[src/rtl/drop_pkg.sv]
// -----------------------------------------------------------------------------
// drop_pkg
// Shared definitions for the bag drop timer controller:
//   - state_t       : controller state encoding
//   - DEF_*         : default parameter values used by the top and limit calc
//   - T_MAX         : saturation value for elapsed time and time limit
//   - sat16         : clamp a 24-bit intermediate to 16 bits
//   - inc_sat16     : 16-bit increment that sticks at T_MAX
// -----------------------------------------------------------------------------
package drop_pkg;

    typedef enum logic [2:0] {
        ST_IDLE    = 3'd0,
        ST_LOAD    = 3'd1,
        ST_TIMING  = 3'd2,
        ST_REQUEST = 3'd3,
        ST_DROP    = 3'd4,
        ST_REJECT  = 3'd5,
        ST_CLEAR   = 3'd6
    } state_t;

    localparam logic [15:0] DEF_BASE_LIM    = 16'd100;
    localparam logic [15:0] DEF_WEIGHT_STEP = 16'd4;
    localparam logic [7:0]  DEF_DROP_HOLD   = 8'd50;
    localparam logic [15:0] T_MAX           = 16'hFFFF;

    // Clamp a 24-bit sum into the 16-bit output range.
    function automatic logic [15:0] sat16(input logic [23:0] value);
        logic [15:0] result;
        if (value > {8'd0, T_MAX}) begin
            result = T_MAX;
        end else begin
            result = value[15:0];
        end
        return result;
    endfunction

    // Increment that holds at T_MAX instead of wrapping to zero.
    function automatic logic [15:0] inc_sat16(input logic [15:0] value);
        logic [15:0] result;
        if (value == T_MAX) begin
            result = T_MAX;
        end else begin
            result = value + 16'd1;
        end
        return result;
    endfunction

endpackage

[src/rtl/drop_timer_ctrl_if.sv]
// -----------------------------------------------------------------------------
// drop_timer_ctrl_if
// Signal bundle between the drop timer controller and its environment.
//   tick_en        : time-base strobe, one tick of elapsed time
//   bag_present    : belt sensor level
//   weight         : bag weight units, sampled while loading
//   confirm        : operator drop request
//   drop_activated : acceptance from the display/drop stage
//   t_act          : elapsed ticks since bag load
//   t_lim          : computed time limit for the current bag
//   drop_en        : drop request towards the display/drop stage
//   busy           : controller is handling a bag
//   done           : single-cycle pulse when an accepted drop completes
// Modports: slave = controller side, master = environment side.
// -----------------------------------------------------------------------------
interface drop_timer_ctrl_if;

    logic        tick_en;
    logic        bag_present;
    logic [7:0]  weight;
    logic        confirm;
    logic        drop_activated;
    logic [15:0] t_act;
    logic [15:0] t_lim;
    logic        drop_en;
    logic        busy;
    logic        done;

    modport slave (
        input  tick_en,
        input  bag_present,
        input  weight,
        input  confirm,
        input  drop_activated,
        output t_act,
        output t_lim,
        output drop_en,
        output busy,
        output done
    );

    modport master (
        output tick_en,
        output bag_present,
        output weight,
        output confirm,
        output drop_activated,
        input  t_act,
        input  t_lim,
        input  drop_en,
        input  busy,
        input  done
    );

endinterface

[src/rtl/drop_limit_calc.sv]
// -----------------------------------------------------------------------------
// drop_limit_calc
// Combinational time-limit calculation: BASE_LIM + weight * WEIGHT_STEP,
// evaluated in 24 bits (large enough that 255 * 16'hFFFF + 16'hFFFF cannot
// overflow) and then saturated to 16'hFFFF.
// Ports:
//   weight_i : bag weight units
//   t_lim_o  : saturated time limit in ticks
// -----------------------------------------------------------------------------
module drop_limit_calc
    import drop_pkg::*;
#(
    parameter logic [15:0] BASE_LIM    = DEF_BASE_LIM,
    parameter logic [15:0] WEIGHT_STEP = DEF_WEIGHT_STEP
) (
    input  logic [7:0]  weight_i,
    output logic [15:0] t_lim_o
);

    logic [23:0] product_s;
    logic [23:0] sum_s;

    assign product_s = {16'd0, weight_i} * {8'd0, WEIGHT_STEP};
    assign sum_s     = product_s + {8'd0, BASE_LIM};
    assign t_lim_o   = sat16(sum_s);

endmodule

[src/rtl/drop_timer_ctrl.sv]
// -----------------------------------------------------------------------------
// drop_timer_ctrl
// Bag drop timing controller. A new bag (rising edge of bag_present) loads a
// weight-dependent time limit, then elapsed ticks are counted until the
// operator confirms. The drop request is raised and the display/drop stage
// either accepts it (hold for DROP_HOLD ticks, then pulse done) or rejects it
// (request held until the bag is taken away).
// Ports:
//   clk : clock, all state on rising edge
//   rst : asynchronous active-high reset
//   bus : drop_timer_ctrl_if.slave (sensor, weight, confirm, acceptance in;
//         t_act, t_lim, drop_en, busy, done out; all outputs registered)
// -----------------------------------------------------------------------------
module drop_timer_ctrl
    import drop_pkg::*;
#(
    parameter logic [15:0] BASE_LIM    = DEF_BASE_LIM,
    parameter logic [15:0] WEIGHT_STEP = DEF_WEIGHT_STEP,
    parameter logic [7:0]  DROP_HOLD   = DEF_DROP_HOLD
) (
    input  logic                clk,
    input  logic                rst,
    drop_timer_ctrl_if.slave    bus
);

    state_t      state_q;
    state_t      state_d;
    logic [15:0] t_act_q;
    logic [15:0] t_act_d;
    logic [15:0] t_lim_q;
    logic [15:0] t_lim_d;
    logic [7:0]  hold_q;
    logic [7:0]  hold_d;
    logic        drop_en_q;
    logic        drop_en_d;
    logic        busy_q;
    logic        busy_d;
    logic        done_q;
    logic        done_d;
    logic        bag_prev_q;
    logic        armed_q;
    logic        bag_rise_s;
    logic [15:0] lim_calc_s;

    drop_limit_calc #(
        .BASE_LIM    (BASE_LIM),
        .WEIGHT_STEP (WEIGHT_STEP)
    ) u_limit_calc (
        .weight_i (bus.weight),
        .t_lim_o  (lim_calc_s)
    );

    // A bag counts as new only once the sensor has been seen low since reset;
    // this keeps a bag left on the belt across a reset from being reloaded.
    assign bag_rise_s = armed_q & bus.bag_present & ~bag_prev_q;

    // Sensor history: previous level and the "seen low since reset" flag.
    always_ff @(posedge clk or posedge rst) begin
        if (rst) begin
            bag_prev_q <= 1'b0;
            armed_q    <= 1'b0;
        end else begin
            bag_prev_q <= bus.bag_present;
            armed_q    <= armed_q | ~bus.bag_present;
        end
    end

    // Controller state and registered outputs.
    always_ff @(posedge clk or posedge rst) begin
        if (rst) begin
            state_q   <= ST_IDLE;
            t_act_q   <= 16'd0;
            t_lim_q   <= 16'd0;
            hold_q    <= 8'd0;
            drop_en_q <= 1'b0;
            busy_q    <= 1'b0;
            done_q    <= 1'b0;
        end else begin
            state_q   <= state_d;
            t_act_q   <= t_act_d;
            t_lim_q   <= t_lim_d;
            hold_q    <= hold_d;
            drop_en_q <= drop_en_d;
            busy_q    <= busy_d;
            done_q    <= done_d;
        end
    end

    // Next-state, counters and next output values.
    always_comb begin
        state_d = state_q;
        t_act_d = t_act_q;
        t_lim_d = t_lim_q;
        hold_d  = 8'd0;
        done_d  = 1'b0;

        case (state_q)
            ST_IDLE: begin
                t_act_d = 16'd0;
                if (bag_rise_s) begin
                    state_d = ST_LOAD;
                end else begin
                    state_d = ST_IDLE;
                end
            end

            ST_LOAD: begin
                t_lim_d = lim_calc_s;
                t_act_d = 16'd0;
                state_d = ST_TIMING;
            end

            ST_TIMING: begin
                // A tick in the confirm cycle still counts; freezing starts in REQUEST.
                if (bus.tick_en) begin
                    t_act_d = inc_sat16(t_act_q);
                end else begin
                    t_act_d = t_act_q;
                end
                // Bag removal wins over a simultaneous confirm.
                if (!bus.bag_present) begin
                    state_d = ST_IDLE;
                    t_act_d = 16'd0;
                end else if (bus.confirm) begin
                    state_d = ST_REQUEST;
                end else begin
                    state_d = ST_TIMING;
                end
            end

            ST_REQUEST: begin
                if (bus.drop_activated) begin
                    state_d = ST_DROP;
                end else begin
                    state_d = ST_REJECT;
                end
            end

            ST_DROP: begin
                // Bag removal is ignored here: an accepted drop always completes.
                if (bus.tick_en) begin
                    if (hold_q == (DROP_HOLD - 8'd1)) begin
                        state_d = ST_CLEAR;
                        done_d  = 1'b1;
                    end else begin
                        hold_d  = hold_q + 8'd1;
                    end
                end else begin
                    hold_d = hold_q;
                end
            end

            ST_REJECT: begin
                if (!bus.bag_present) begin
                    state_d = ST_IDLE;
                    t_act_d = 16'd0;
                end else begin
                    state_d = ST_REJECT;
                end
            end

            ST_CLEAR: begin
                if (!bus.bag_present) begin
                    state_d = ST_IDLE;
                    t_act_d = 16'd0;
                end else begin
                    state_d = ST_CLEAR;
                end
            end

            default: begin
                state_d = ST_IDLE;
                t_act_d = 16'd0;
            end
        endcase

        // Outputs are registered from the next state so they line up with it.
        drop_en_d = (state_d == ST_REQUEST) || (state_d == ST_DROP) ||
                    (state_d == ST_REJECT);
        busy_d    = (state_d != ST_IDLE);
    end

    assign bus.t_act   = t_act_q;
    assign bus.t_lim   = t_lim_q;
    assign bus.drop_en = drop_en_q;
    assign bus.busy    = busy_q;
    assign bus.done    = done_q;

endmodule

[src/flat_wrapper.sv]
// flat-port wrapper written by rule: the top's interface ports become plain ports
module drop_timer_ctrl_flat import drop_pkg::*;
#(
    parameter logic [15:0] BASE_LIM    = DEF_BASE_LIM,
    parameter logic [15:0] WEIGHT_STEP = DEF_WEIGHT_STEP,
    parameter logic [7:0]  DROP_HOLD   = DEF_DROP_HOLD
)
  (clk, rst, bus_tick_en, bus_bag_present, bus_weight, bus_confirm, bus_drop_activated, bus_t_act, bus_t_lim, bus_drop_en, bus_busy, bus_done);
  drop_timer_ctrl_if bus_i ();
  input  logic clk;
  input  logic rst;
  input wire logic [$bits(bus_i.tick_en)-1:0] bus_tick_en;
  input wire logic [$bits(bus_i.bag_present)-1:0] bus_bag_present;
  input wire logic [$bits(bus_i.weight)-1:0] bus_weight;
  input wire logic [$bits(bus_i.confirm)-1:0] bus_confirm;
  input wire logic [$bits(bus_i.drop_activated)-1:0] bus_drop_activated;
  output wire logic [$bits(bus_i.t_act)-1:0] bus_t_act;
  output wire logic [$bits(bus_i.t_lim)-1:0] bus_t_lim;
  output wire logic [$bits(bus_i.drop_en)-1:0] bus_drop_en;
  output wire logic [$bits(bus_i.busy)-1:0] bus_busy;
  output wire logic [$bits(bus_i.done)-1:0] bus_done;
  assign bus_i.tick_en = bus_tick_en;
  assign bus_i.bag_present = bus_bag_present;
  assign bus_i.weight = bus_weight;
  assign bus_i.confirm = bus_confirm;
  assign bus_i.drop_activated = bus_drop_activated;
  assign bus_t_act = bus_i.t_act;
  assign bus_t_lim = bus_i.t_lim;
  assign bus_drop_en = bus_i.drop_en;
  assign bus_busy = bus_i.busy;
  assign bus_done = bus_i.done;
  drop_timer_ctrl #(.BASE_LIM(BASE_LIM), .WEIGHT_STEP(WEIGHT_STEP), .DROP_HOLD(DROP_HOLD)) u_core (.clk(clk), .rst(rst), .bus(bus_i));
endmodule
[config.mk]
export PLATFORM = sky130hd
export DESIGN_NAME = drop_timer_ctrl_flat
export DESIGN_NICKNAME = d
export VERILOG_FILES = /design/src/rtl/drop_pkg.sv /design/src/rtl/drop_timer_ctrl_if.sv /design/src/rtl/drop_limit_calc.sv /design/src/rtl/drop_timer_ctrl.sv /design/src/flat_wrapper.sv
export SDC_FILE = /design/constraint.sdc
export NUM_CORES = 1
export LEC_CHECK = 0
export BUFFER_PORTS_ARGS = -buffer_cell sky130_fd_sc_hd__buf_4
export CORE_UTILIZATION = 60
export CTS_BUF_LIST = sky130_fd_sc_hd__clkbuf_16
export DETAILED_ROUTE_END_ITERATION = 6
export HOLD_SLACK_MARGIN = 0.02
export PLACE_DENSITY_LB_ADDON = 0.12
export SYNTH_ARGS = -nofsm -noshare
export SYNTH_HDL_FRONTEND = slang
export SYNTH_HIERARCHICAL = 1
export SYNTH_SLANG_ARGS = --single-unit
[constraint.sdc]
create_clock -name clk -period 5.16 [get_ports clk]
set_input_delay 0.258 -clock clk [delete_from_list [all_inputs] [get_ports clk]]
set_output_delay 0.258 -clock clk [all_outputs]
set_load 0.02 [all_outputs]
==> metrics.txt <==
Hold Crit Depth=1; clk root buf=clkbuf_16; Worst Tran Pin Value=0.966 ns; Worst setup SP type=flop; ys flop type=dfrtp_1; XOR/XNOR Fraction of Synth Area=0.0296; H-tree depth=2; Critical Path Start=u_core/bus.t_act[0]; post-synthesis mux area share=0.0714; RSZ-0062 raised after global routing=no; total CTS buffers=5; main combinational cell family by area after synthesis=simple AND/OR/NAND/NOR gates; Final min period=between 2 and 2.5 ns; simple-gate area share of the yosys netlist=0.182; Peak VDD IR=0.000213 V; Cell Area, Placed=roughly 3000 µm²; post-DR wirelength/cell=between 15 and 20 µm; cell row count=23; drt total wl=between 5000 and 6000 µm; WHS Endpoint=u_core/bag_prev_q; Hold Vio Cnt, Final=0; fin cells=348; Avg Inst Size Synth=10.5 µm²; post-CTS setup buffer count=0; Synth Cell Area=2660 µm²; largest net degree at the start of global routing=49; worst-case clock buffer depth=2; total gr overflow=0; via/cell ratio=between 5 and 6; vias in the first global route=1909; Flop pwr share=0.517; Synth Area in Adders=0.0188; Final nets=315; Clock Skews=around 0.0046 ns; fmax=a little under 500 MHz; share of cells above drive strength 1=0.302; placer congestion estimate=0.836; Worst EP arrival=between 2 and 2.5 ns; P_leak=0.00146 µW; core area=approximately 4000 µm²; Slew headroom=0.355; fin area=between 3000 and 4000 µm²; post-DP HPWL=3780 µm; Min Hold Slack=around 0.15 ns; clock slew at reported path FFs=0.06 ns; Reg-to-Reg Start=u_core/bus.t_act[0]; Fillers=around 280; Initial Util=0.647; hold-fix buffers at CTS=0; DRT antenna net count=0; yosys warns=6; Tcrit/Tclk final=0.393; Comb power frac=0.103; critical path type=flop to flop; # diodes=0; TritonCTS clock tree=yes; Syn-to-layout area delta=16.3%; Clk pwr share=0.380; FF-to-FF path depth=6; Net Sw Power=a little over 200 µW; Sum Neg Setup Slack=0 ns; port buffer count=48; Post-CTS Resized=0; maxcap violations=0; Compound-Gate Fraction of Synth Area=0.177; drt initial violations=between 200 and 250; cell area power density=264 nW/µm²; fin. max-slew vios=0; DRC=0; reg-to-reg endpoint=u_core/bus.t_act[3]; first-pass GRT wire length=8670 µm; Post-synth EDFFs=0; Synth cell types=59; Internal Pwr Total=610 µW; endpoints failing setup=0; GRT Total Usage=0.252; required time of the critical path=5.35 ns; pre-CTS setup slack=between 3 and 4 ns; die height=68.6 µm; sw frac=0.253; Seq cells post-synth=48; initial antenna violation count=0; placed cells=340; worst hold-check path type=input port to flop; DIE AREA=4710 µm²; via count=2060; Die Wd=68.6 µm; Clk Latency, worst-skew pair=0.29 ns; min-delay src=bus_bag_present; sequential share of the synthesized area=0.451; Worst Setup End Kind=flop; worst reg-to-reg setup slack=between 3 and 4 ns; Critical Path Fanout Max=11; Setup WS post-layout=3.13 ns; Mapped Cells=254; run status=complete, no violations; Post-synth ARST share=1.00; Detailed Routing Iterations Pass 1=4; boundary pin count=49; CTS sink cnt=48
## synthesized netlist by cell type (4+ instances only)
cell type	number	area (µm²)
a21oi_1	11	55.1
a22o_1	4	35.0
a31oi_1	5	31.3
and3_1	8	50.1
buf_4	11	82.6
buf_6	6	67.6
dfrtp_1	48	1200
ha_1	4	50.1
inv_1	5	18.8
mux2_2	14	158
nand2_1	18	67.6
nand3_1	9	45.0
nor2_1	11	41.3
o21ai_0	18	90.1
o21ai_1	8	40.0
or3_1	4	25.0
xor2_1	6	52.6
## registers in the layout (all words and copies together) (netlist names)
name,count
u_core/state_q,3
u_core/armed_q,1
u_core/bus.t_lim,16
u_core/bus.drop_en,1
u_core/bag_prev_q,1
u_core/bus.done,1
u_core/bus.busy,1
u_core/hold_q,8
u_core/bus.t_act,16
## metrics by stage
| step | power [µW] | utilization |
|---|---|---|
| 6_report | 817 | 0.753 |
| 5_1_grt | 854 | 0.753 |
| 4_1_cts | 828 | 0.753 |
| 3_5_place_dp | 513 | 0.718 |
| 3_3_place_gp | 507 | 0.718 |
| 2_1_floorplan | 486 | - |
## cells by family after synthesis
family	count (synthesis)
adders and majority gates	4
muxes	17
xor gates and xnor gates	9
AOI/OAI and AO/OA	70
and+or+nand+nor	80
buffers and inverters	25
DFF	48
other	1
## cell type report
class                           count  area, µm²  area share
Clock buffer                        5        125      0.0404
Clock inverter                      3       18.8     0.00606
Inverter                            7       26.3     0.00848
Tap cell                           50       62.6      0.0202
Sequential cell                    48       1200       0.388
Timing Repair Buffer               48        360       0.116
Multi-Input combinational cell    187       1300       0.421
## critical path: stages, from the launching register on
cell     delay [ns]
dfrtp_1        0.42
ha_1           0.23
and3_1         0.21
and3_1         0.34
nand3_2        0.26
and3_1         0.27
nor4_2         0.21
## how the worst max path moves through the flow
stage          depth (start not counted)  slack [ns]             endpoint
6_report                               6        3.13  u_core/bus.t_act[3]
5_1_grt                                6        2.94  u_core/bus.t_act[3]
4_1_cts                                6        3.18  u_core/bus.t_act[3]
3_5_place_dp                           6        3.21  u_core/bus.t_act[3]
3_3_place_gp                           6        3.26  u_core/bus.t_act[3]
2_1_floorplan                          8        3.29  u_core/bus.t_act[4]
## placed cells by master, fill, tap and decap left out, types with 7 or more instances in the layout
cell type | synthesis | routed
a21oi_1 | 11 | 11
and3_1 | 8 | 8
buf_4 | 11 | 48
conb_1 | 1 | 7
dfrtp_1 | 48 | 48
mux2_2 | 14 | 14
nand2_1 | 18 | 18
nand3_1 | 9 | 9
nor2_1 | 11 | 11
o21ai_0 | 18 | 18
o21ai_1 | 8 | 8
## routing by layer
layer,up-vias,part of all wire,GRT usage
met1,979,0.44,0.319
met4,0,0.010,0.0833
met5,-,0,0
met3,7,0.061,0.0592
met2,80,0.49,0.424
li1,994,-,-
## power groups by stage
| stage | Clock [µW] | Sequential [µW] | Combinational (µW) |
|---|---|---|---|
| 2_1_floorplan | 0 | 423 | 62.5 |
| 3_3_place_gp | 0 | 427 | 79.8 |
| 3_5_place_dp | 0 | 428 | 85.4 |
| 4_1_cts | 321 | 421 | 85.4 |
| 5_1_grt | 332 | 425 | 97.2 |
| 6_report | 311 | 422 | 84.0 |
Power figures use the tool's default switching activity.
